File: config.mk
export PLATFORM = sky130hd
export DESIGN_NAME = regfile_wb_arbiter
export DESIGN_NICKNAME = d
export VERILOG_FILES = /design/src/rtl/regfile_wb_arbiter.sv
export SDC_FILE = /design/constraint.sdc
export NUM_CORES = 1
export LEC_CHECK = 0
export ABC_AREA = 1
export BUFFER_PORTS_ARGS = -buffer_cell sky130_fd_sc_hd__buf_2
export CAP_MARGIN = 20
export CORE_MARGIN = 4
export CORE_UTILIZATION = 55
export CTS_BUF_LIST = sky130_fd_sc_hd__clkbuf_16
export DETAILED_ROUTE_END_ITERATION = 12
export PLACE_DENSITY_LB_ADDON = 0.1
export SYNTH_ARGS = -nofsm -noshare
export SYNTH_HDL_FRONTEND = slang
export SYNTH_SLANG_ARGS = --single-unit
File: constraint.sdc
create_clock -name clk -period 5.6 [get_ports clk]
set_input_delay 0.56 -clock clk [delete_from_list [all_inputs] [get_ports clk]]
set_output_delay 0.56 -clock clk [all_outputs]
set_load 0.01 [all_outputs]
File: src/rtl/regfile_wb_arbiter.sv
// Writeback arbiter for the register bank's single write port: ALU results vs buffered
// load returns, with a per-register pending-load scoreboard driving the decode stall.
module regfile_wb_arbiter #(
  parameter int XLEN       = 32,
  parameter int LDQ_DEPTH  = 2,
  parameter int STARVE_MAX = 4
) (
  input  logic            clk,
  input  logic            rst_n,
  input  logic            alu_valid,
  input  logic [4:0]      alu_rd,
  input  logic [XLEN-1:0] alu_data,
  output logic            alu_hold,
  input  logic            ld_valid,
  output logic            ld_ready,
  input  logic [4:0]      ld_rd,
  input  logic [XLEN-1:0] ld_data,
  input  logic            ld_issue,
  input  logic [4:0]      ld_issue_rd,
  input  logic [4:0]      dec_rs1,
  input  logic [4:0]      dec_rs2,
  input  logic [4:0]      dec_rd,
  output logic            stall,
  output logic            regWrite,
  output logic [4:0]      writePort,
  output logic [XLEN-1:0] wBus
);

  localparam int PW = (LDQ_DEPTH > 1) ? $clog2(LDQ_DEPTH) : 1;
  localparam int CW = $clog2(STARVE_MAX + 1);

  logic [4:0]      ldq_rd_q   [LDQ_DEPTH];
  logic [XLEN-1:0] ldq_data_q [LDQ_DEPTH];
  logic [PW-1:0]   wr_ptr_q, rd_ptr_q;
  logic [PW:0]     cnt_q, cnt_d;
  logic [CW-1:0]   starve_q, starve_d;
  logic [31:0]     pending_q, pending_d;
  logic            regwrite_q, regwrite_d;
  logic [4:0]      wport_q, wport_d;
  logic [XLEN-1:0] wbus_q, wbus_d;

  logic fifo_empty, fifo_full, starve, alu_win, ld_win, push;
  logic [4:0]      head_rd, win_rd;
  logic [XLEN-1:0] head_data, win_data;

  assign fifo_empty = (cnt_q == '0);
  assign fifo_full  = (cnt_q == (PW+1)'(LDQ_DEPTH));
  assign starve     = (starve_q == CW'(STARVE_MAX));
  assign head_rd    = ldq_rd_q[rd_ptr_q];
  assign head_data  = ldq_data_q[rd_ptr_q];

  // A starved load only preempts the ALU when there is actually something buffered.
  assign alu_win  = alu_valid && !(starve && !fifo_empty);
  assign ld_win   = !alu_win && !fifo_empty;
  assign win_rd   = alu_win ? alu_rd : head_rd;
  assign win_data = alu_win ? alu_data : head_data;

  assign ld_ready = rst_n && !fifo_full;
  assign push     = ld_valid && ld_ready;
  assign alu_hold = rst_n && alu_valid && !alu_win;
  assign stall    = rst_n && (pending_q[dec_rs1] | pending_q[dec_rs2] | pending_q[dec_rd]);

  assign regWrite  = regwrite_q;
  assign writePort = wport_q;
  assign wBus      = wbus_q;

  always_comb begin
    // NOTE: every always_comb output gets a default first so no path can infer a latch.
    cnt_d      = cnt_q;
    starve_d   = starve_q;
    pending_d  = pending_q;
    regwrite_d = 1'b0;
    wport_d    = wport_q;
    wbus_d     = wbus_q;

    case ({push, ld_win})
      2'b10:   cnt_d = cnt_q + (PW+1)'(1);
      2'b01:   cnt_d = cnt_q - (PW+1)'(1);
      default: cnt_d = cnt_q;
    endcase

    if (fifo_empty || ld_win)   starve_d = '0;
    else if (alu_win && !starve) starve_d = starve_q + CW'(1);

    if ((alu_win || ld_win) && (win_rd != 5'd0)) begin
      regwrite_d = 1'b1;
      wport_d    = win_rd;
      wbus_d     = win_data;
    end

    // Clear before set so a same-rd re-issue in the commit cycle stays pending.
    if (ld_win && (head_rd != 5'd0)) pending_d[head_rd] = 1'b0;
    if (ld_issue && (ld_issue_rd != 5'd0)) pending_d[ld_issue_rd] = 1'b1;
    pending_d[0] = 1'b0;
  end

  // NOTE: sequential state uses non-blocking assignments so all registers update together.
  always_ff @(posedge clk) begin
    if (!rst_n) begin
      wr_ptr_q   <= '0;
      rd_ptr_q   <= '0;
      cnt_q      <= '0;
      starve_q   <= '0;
      pending_q  <= '0;
      regwrite_q <= 1'b0;
      wport_q    <= '0;
      wbus_q     <= '0;
    end else begin
      if (push)   wr_ptr_q <= wr_ptr_q + PW'(1);
      if (ld_win) rd_ptr_q <= rd_ptr_q + PW'(1);
      cnt_q      <= cnt_d;
      starve_q   <= starve_d;
      pending_q  <= pending_d;
      regwrite_q <= regwrite_d;
      wport_q    <= wport_d;
      wbus_q     <= wbus_d;
    end
  end

  // NOTE: buffer storage is not reset; the count and pointers alone decide what is valid.
  always_ff @(posedge clk) begin
    if (push) begin
      ldq_rd_q[wr_ptr_q]   <= ld_rd;
      ldq_data_q[wr_ptr_q] <= ld_data;
    end
  end

endmodule

**Word level (Yosys, flattened, before mapping)**

Memories as Yosys holds them, arrays and structs flattened. A register that Yosys moved wholly into a read port is not among the register bits.
Cells that the tools add are included.

- $add $sub $neg: 5
- Magnitude comparators: 7
- Equal/unequal tests: 4
- Mux-type cells: 22
- Bitwise operators: 6
- Reductions and logical operators: 27

Operators by type and width:

| kind | number |
|---|---|
| $mux W32 | 3 |
| $and A32 B32 Y32 | 1 |
| $not A32 Y32 | 1 |
| $or A32 B32 Y32 | 1 |
| $lt A5 B6 Y1 const B | 5 |
| $bmux W1 S5 | 3 |
| $reduce_bool A5 Y1 | 3 |
| $logic_and A1 B1 Y1 | 14 |
| $mux W1 | 12 |
| $demux W1 S5 | 2 |
| $ge A5 B1 Y1 const B | 2 |
| $logic_not A1 Y1 | 5 |
| $mux W5 | 1 |
| $eq A2 B2 Y1 const B | 2 |
| $pmux W2 S2 | 1 |
| $add A3 B1 Y3 const B | 1 |
| $eq A3 B3 Y1 const B | 1 |
| $add A1 B1 Y1 const B | 2 |
| $add A2 B1 Y2 const B | 1 |
| $eq A2 B1 Y1 const B | 1 |
| $logic_not A2 Y1 | 1 |
| $logic_or A1 B1 Y1 | 2 |
| $or A1 B1 Y1 | 2 |
| $reduce_bool A2 Y1 | 1 |
| 3 further kinds | 3 |

- Bits in registers: 77
- RAM bits: 74
- Bits of input ports: 99
- Logic and storage cells: 82
- Memories: 2

Memory list:

| memory | depth | width | rd ports | clocked after memory_dff | wr ports | line | text |
|---|---|---|---|---|---|---|---|
| ldq_data_q | 2 | 32 | 1 | 1 | 1 | 33 | `logic [XLEN-1:0] ldq_data_q [LDQ_DEPTH];` |
| ldq_rd_q | 2 | 5 | 1 | 1 | 1 | 32 | `logic [4:0] ldq_rd_q [LDQ_DEPTH];` |

**Depth between registers and ports, before layout**

- Word-level depth: 11
- Gate-level depth with buffers: 14
- Gate-level depth less buffers: 13

**Worst setup path before layout**

No wires, ideal clock.

- Path kind: input port to flip-flop
- Start: input rst_n
- End: memory ldq_data_q[0][0] (enable)
- Library setup time: 431 ps
- Data arrival time: 2619 ps
- Data required time: 5169 ps
- Slack: 2549 ps
- Cell stages on the path: 4
- Path buffers: 0
- Path through: inv_2 > a21oi_1 > nand2_1 > nor2_1

- Word-level cells in the longest chain between the ends: 4

RTL lines:

| element | line | text |
|---|---|---|
| start, declared | 9 | `input logic rst_n,` |
| $logic_and A1 B1 Y1 | 58 | `assign ld_ready = rst_n && !fifo_full;` |
| named net ld_ready | 15 | `output logic ld_ready,` |
| $logic_and A1 B1 Y1 | 59 | `assign push = ld_valid && ld_ready;` |
| $mux W1 | 122 | `if (push) begin` |
| $mux W1 (not written as such) | 124 | `ldq_data_q[wr_ptr_q] <= ld_data;` |
| end, declared | 33 |  |

The timed path passes the listed nets, and every way through them passes these cells.

**Worst setup path after layout**

- Start: input rst_n
- End: memory ldq_data_q[1][29] (enable)

- Word-level cells in the longest chain between the ends: 4

RTL lines:

| element | line |
|---|---|
| $logic_and A1 B1 Y1 | 58 |
| $logic_and A1 B1 Y1 | 59 |
| $mux W1 | 122 |
| $mux W1 (not written as such) | 124 |

Every way passes these cells.

==> impl_metrics.csv <==
group,metric,value,unit
critical_path,end_kind,"register",
placement,dpl.cell_count,1141,
sta,fin_crit,3040,ps
synthesis,yosysMostFrequentCell,"nand2_1",
placement,place.gp.congestion,0.939,
power_and_ir_drop,leakage,3.59,nW
routing,wl_met2,8550,µm
sta,final-setup-viol-count,0,
cts,clk_path_buf_depth,2,
critical_path,cp_max_fo,41,
synthesis,synthTopCellsByArea,"edfxtp_1 31%, dfxtp_1 22%, nand2_1 12%",
run_status,status,"finished, final reports clean",
job,drv_cap,0,
power_and_ir_drop,total_power,0.00289,W
synthesis,yosys-top-cells-count,"221 x nand2_1, 95 x nor2_1, 83 x nand3_1",
sta,max-slew-margin-rel,27.3,%
routing,firstDrtPassIters,5,
finish,syn2layout_area_growth,18.7,%
routing,vias_per_cell,5.31,
die,ios,140,
placement,port_buffers,139,
synthesis,syn_area,7100,µm²
global_route,grt_max_degree,44,
routing,wl_met1,7200,µm
cts,clock-root-buffer,"clkbuf_16",
power_and_ir_drop,peakVddDrop,0.000215,V
die,fp-row-count,41,
cts,post-cts-setup-buffers,0,
routing,final_antenna_net_count,0,
global_route,grtUsageTotal,24.6,%
sta,fin_hold_ws,325,ps
routing,drt_iter0_drc,470,
global_route,first_global_vias,5946,
die,initial_core_util,56.2,%
finish,fill_cells,1115,
synthesis,syn_nets,969,
sta,layout_worst_path_cycle_share,54.3,%
critical_path,path_class,"primary input to register",
sta,rsz0062_at_grt,"no",
routing,dr.max_layer_used,"met5",
synthesis,ys_seq_elements,151,
synthesis,synth_top_cell_by_area,"edfxtp_1",
critical_path,crit_arrival,3080,ps
routing,drc_errors,0,
synthesis,netlist_instances,867,
synthesis,synth_edf_count,74,
global_route,overflow,0,
sta,hold_violations,0,
placement,dp_hpwl,12500,µm
routing,wl_per_cell,15.1,µm
global_route,grt_first_pass_wirelength,28200,µm
finish,drive_above_1_share,18.5,%
die,coreArea,12600,µm²
cts,clkSinkCount,151,
die,die_w,122,µm
min_path,hp-class,"primary input to register",
die,dieHeight,122,µm
synthesis,async_flop_share,0,%
cts,clk_pin_slew,60,ps
synthesis,synth_cell_types,29,
cts,postCtsHoldBufs,0,
routing,totalWireLength,17700,µm
sta,fmax,329,MHz
critical_path,cp-start-kind,"primary input",
synthesis,ys_warn_count,0,
synthesis,synth_top_cell_area_share,31.3,%
sta,fin_skew,6.13,ps
synthesis,synth.avg_cell_area,8.19,µm²
global_route,grt_antenna_before_repair,1,
synthesis,ys_seq_area_share,53.0,%
die,die_area,14800,µm²
sta,drv_slew,0,
cts,clock_latency,420,ps
finish,layout.cells.non_filler,1173,
finish,nets,1090,
sta,timing.setup.tns,0,ps
cts,cts_buffers,17,
cts,cts-htree-levels,4,
power_and_ir_drop,p_per_area,342,nW/µm²
cts,cts_tree,"done",
critical_path,required,5640,ps
finish,antennaDiodeCount,0,
routing,vias,6224,
synthesis,synth_ff_type,"dfxtp_1",
sta,max_slew.worst_pin.slew,1090,ps
routing,wl_met3,1270,µm
cts,cts.repair.resized,0,
layout make-up:
type                       instances  area, µm²  area share, %
sequential                       151       3760           44.7
tap                              172        215           2.55
inverter                          77        289           3.43
clock buffer                      17        425           5.05
clock inverter                    15        150           1.78
timing repair buffer             142        718           8.52
multi-input combinational        599       2860           34.0
final timing paths:
kind	start	endpoint	slack, ps	cells after the start
setup / recovery	rst_n	ldq_data_q[1][29]$_DFFE_PP_	2560	5
hold / removal	ld_data[6]	ldq_data_q[0][6]$_DFFE_PP_	320	1
setup reg to reg	starve_q[0]$_SDFFE_PP0P_	wBus[0]$_SDFFE_PN0P_	2620	14
hold reg to reg	rd_ptr_q$_SDFFE_PN0P_	register	440	1
registers in the layout (all words and copies together) (netlist names), named ones only:
name and cells:
ldq_rd_q 10, pending_q 31, regWrite 1, ldq_data_q 64, starve_q 3, wBus 32
rd_ptr_q 1, cnt_q 2, wr_ptr_q 1, writePort 5
layout by cell type, fill, tap and decap left out, types with 2 or more instances in the layout:
master | synthesis | routed
inv_2 | 2 | 2
buf_4 | 1 | 3
o31ai_1 | 7 | 7
mux2i_1 | 32 | 32
edfxtp_1 | 74 | 74
nor3_1 | 3 | 3
inv_1 | 75 | 77
o21ai_2 | 4 | 3
bufinv_16 | 0 | 2
nand3_1 | 83 | 83
inv_6 | 0 | 6
nor2_1 | 95 | 93
buf_2 | 10 | 139
clkinv_1 | 0 | 2
o21ai_0 | 59 | 59
ha_1 | 3 | 3
nand2_1 | 221 | 221
o21ai_1 | 41 | 41
nor2_4 | 0 | 2
a21oi_1 | 41 | 41
or2_2 | 2 | 2
dfxtp_1 | 77 | 76
clkinv_4 | 0 | 2
clkbuf_16 | 0 | 17
stage by stage:
| stage | area [µm²] | setup WS [ps] | util (%) |
|---|---|---|---|
| CTS | 8430 | 2580 | 66.8 |
| global placement | 7850 | 2270 | 62.2 |
| floorplan | 7100 | 2550 | - |
| global route | 8430 | 2320 | 66.8 |
| finish | 8430 | 2560 | 66.8 |
| detailed placement | 7850 | 2130 | 62.2 |
kinds of logic (layout without fill, tap and decap cells):
family,after synthesis,count (layout),synth area share (%)
muxes,32,32,4.51
buffers and inverters,117,251,6.95
xor gates and xnor gates,1,1,0.123
DFF,151,151,53.0
AOI/OAI and AO/OA,155,155,11.5
adders and majority gates,3,3,0.529
and+or+nand+nor,408,408,23.3
report_power, final:
group | internal [W] | switching (W)
clock network | 0.000658 | 0.000445
registers | 0.00124 | 0.0000520
logic | 0.000171 | 0.000317
total | 0.00207 | 0.000813
per-layer routing:
layer | global-route usage (%) | up-vias
li1 | - | 3124
met2 | 40.7 | 236
met3 | 7.06 | 54
met1 | 29.7 | 2808
met4 | 11.5 | 2
met5 | 0 | -
worst max-delay path: stages:
cell and delay (ps):
buf_2 600, inv_2 480, a21oi_1 300, nand2_1 220, nor2_4 870
Power figures use the tool's default switching activity.
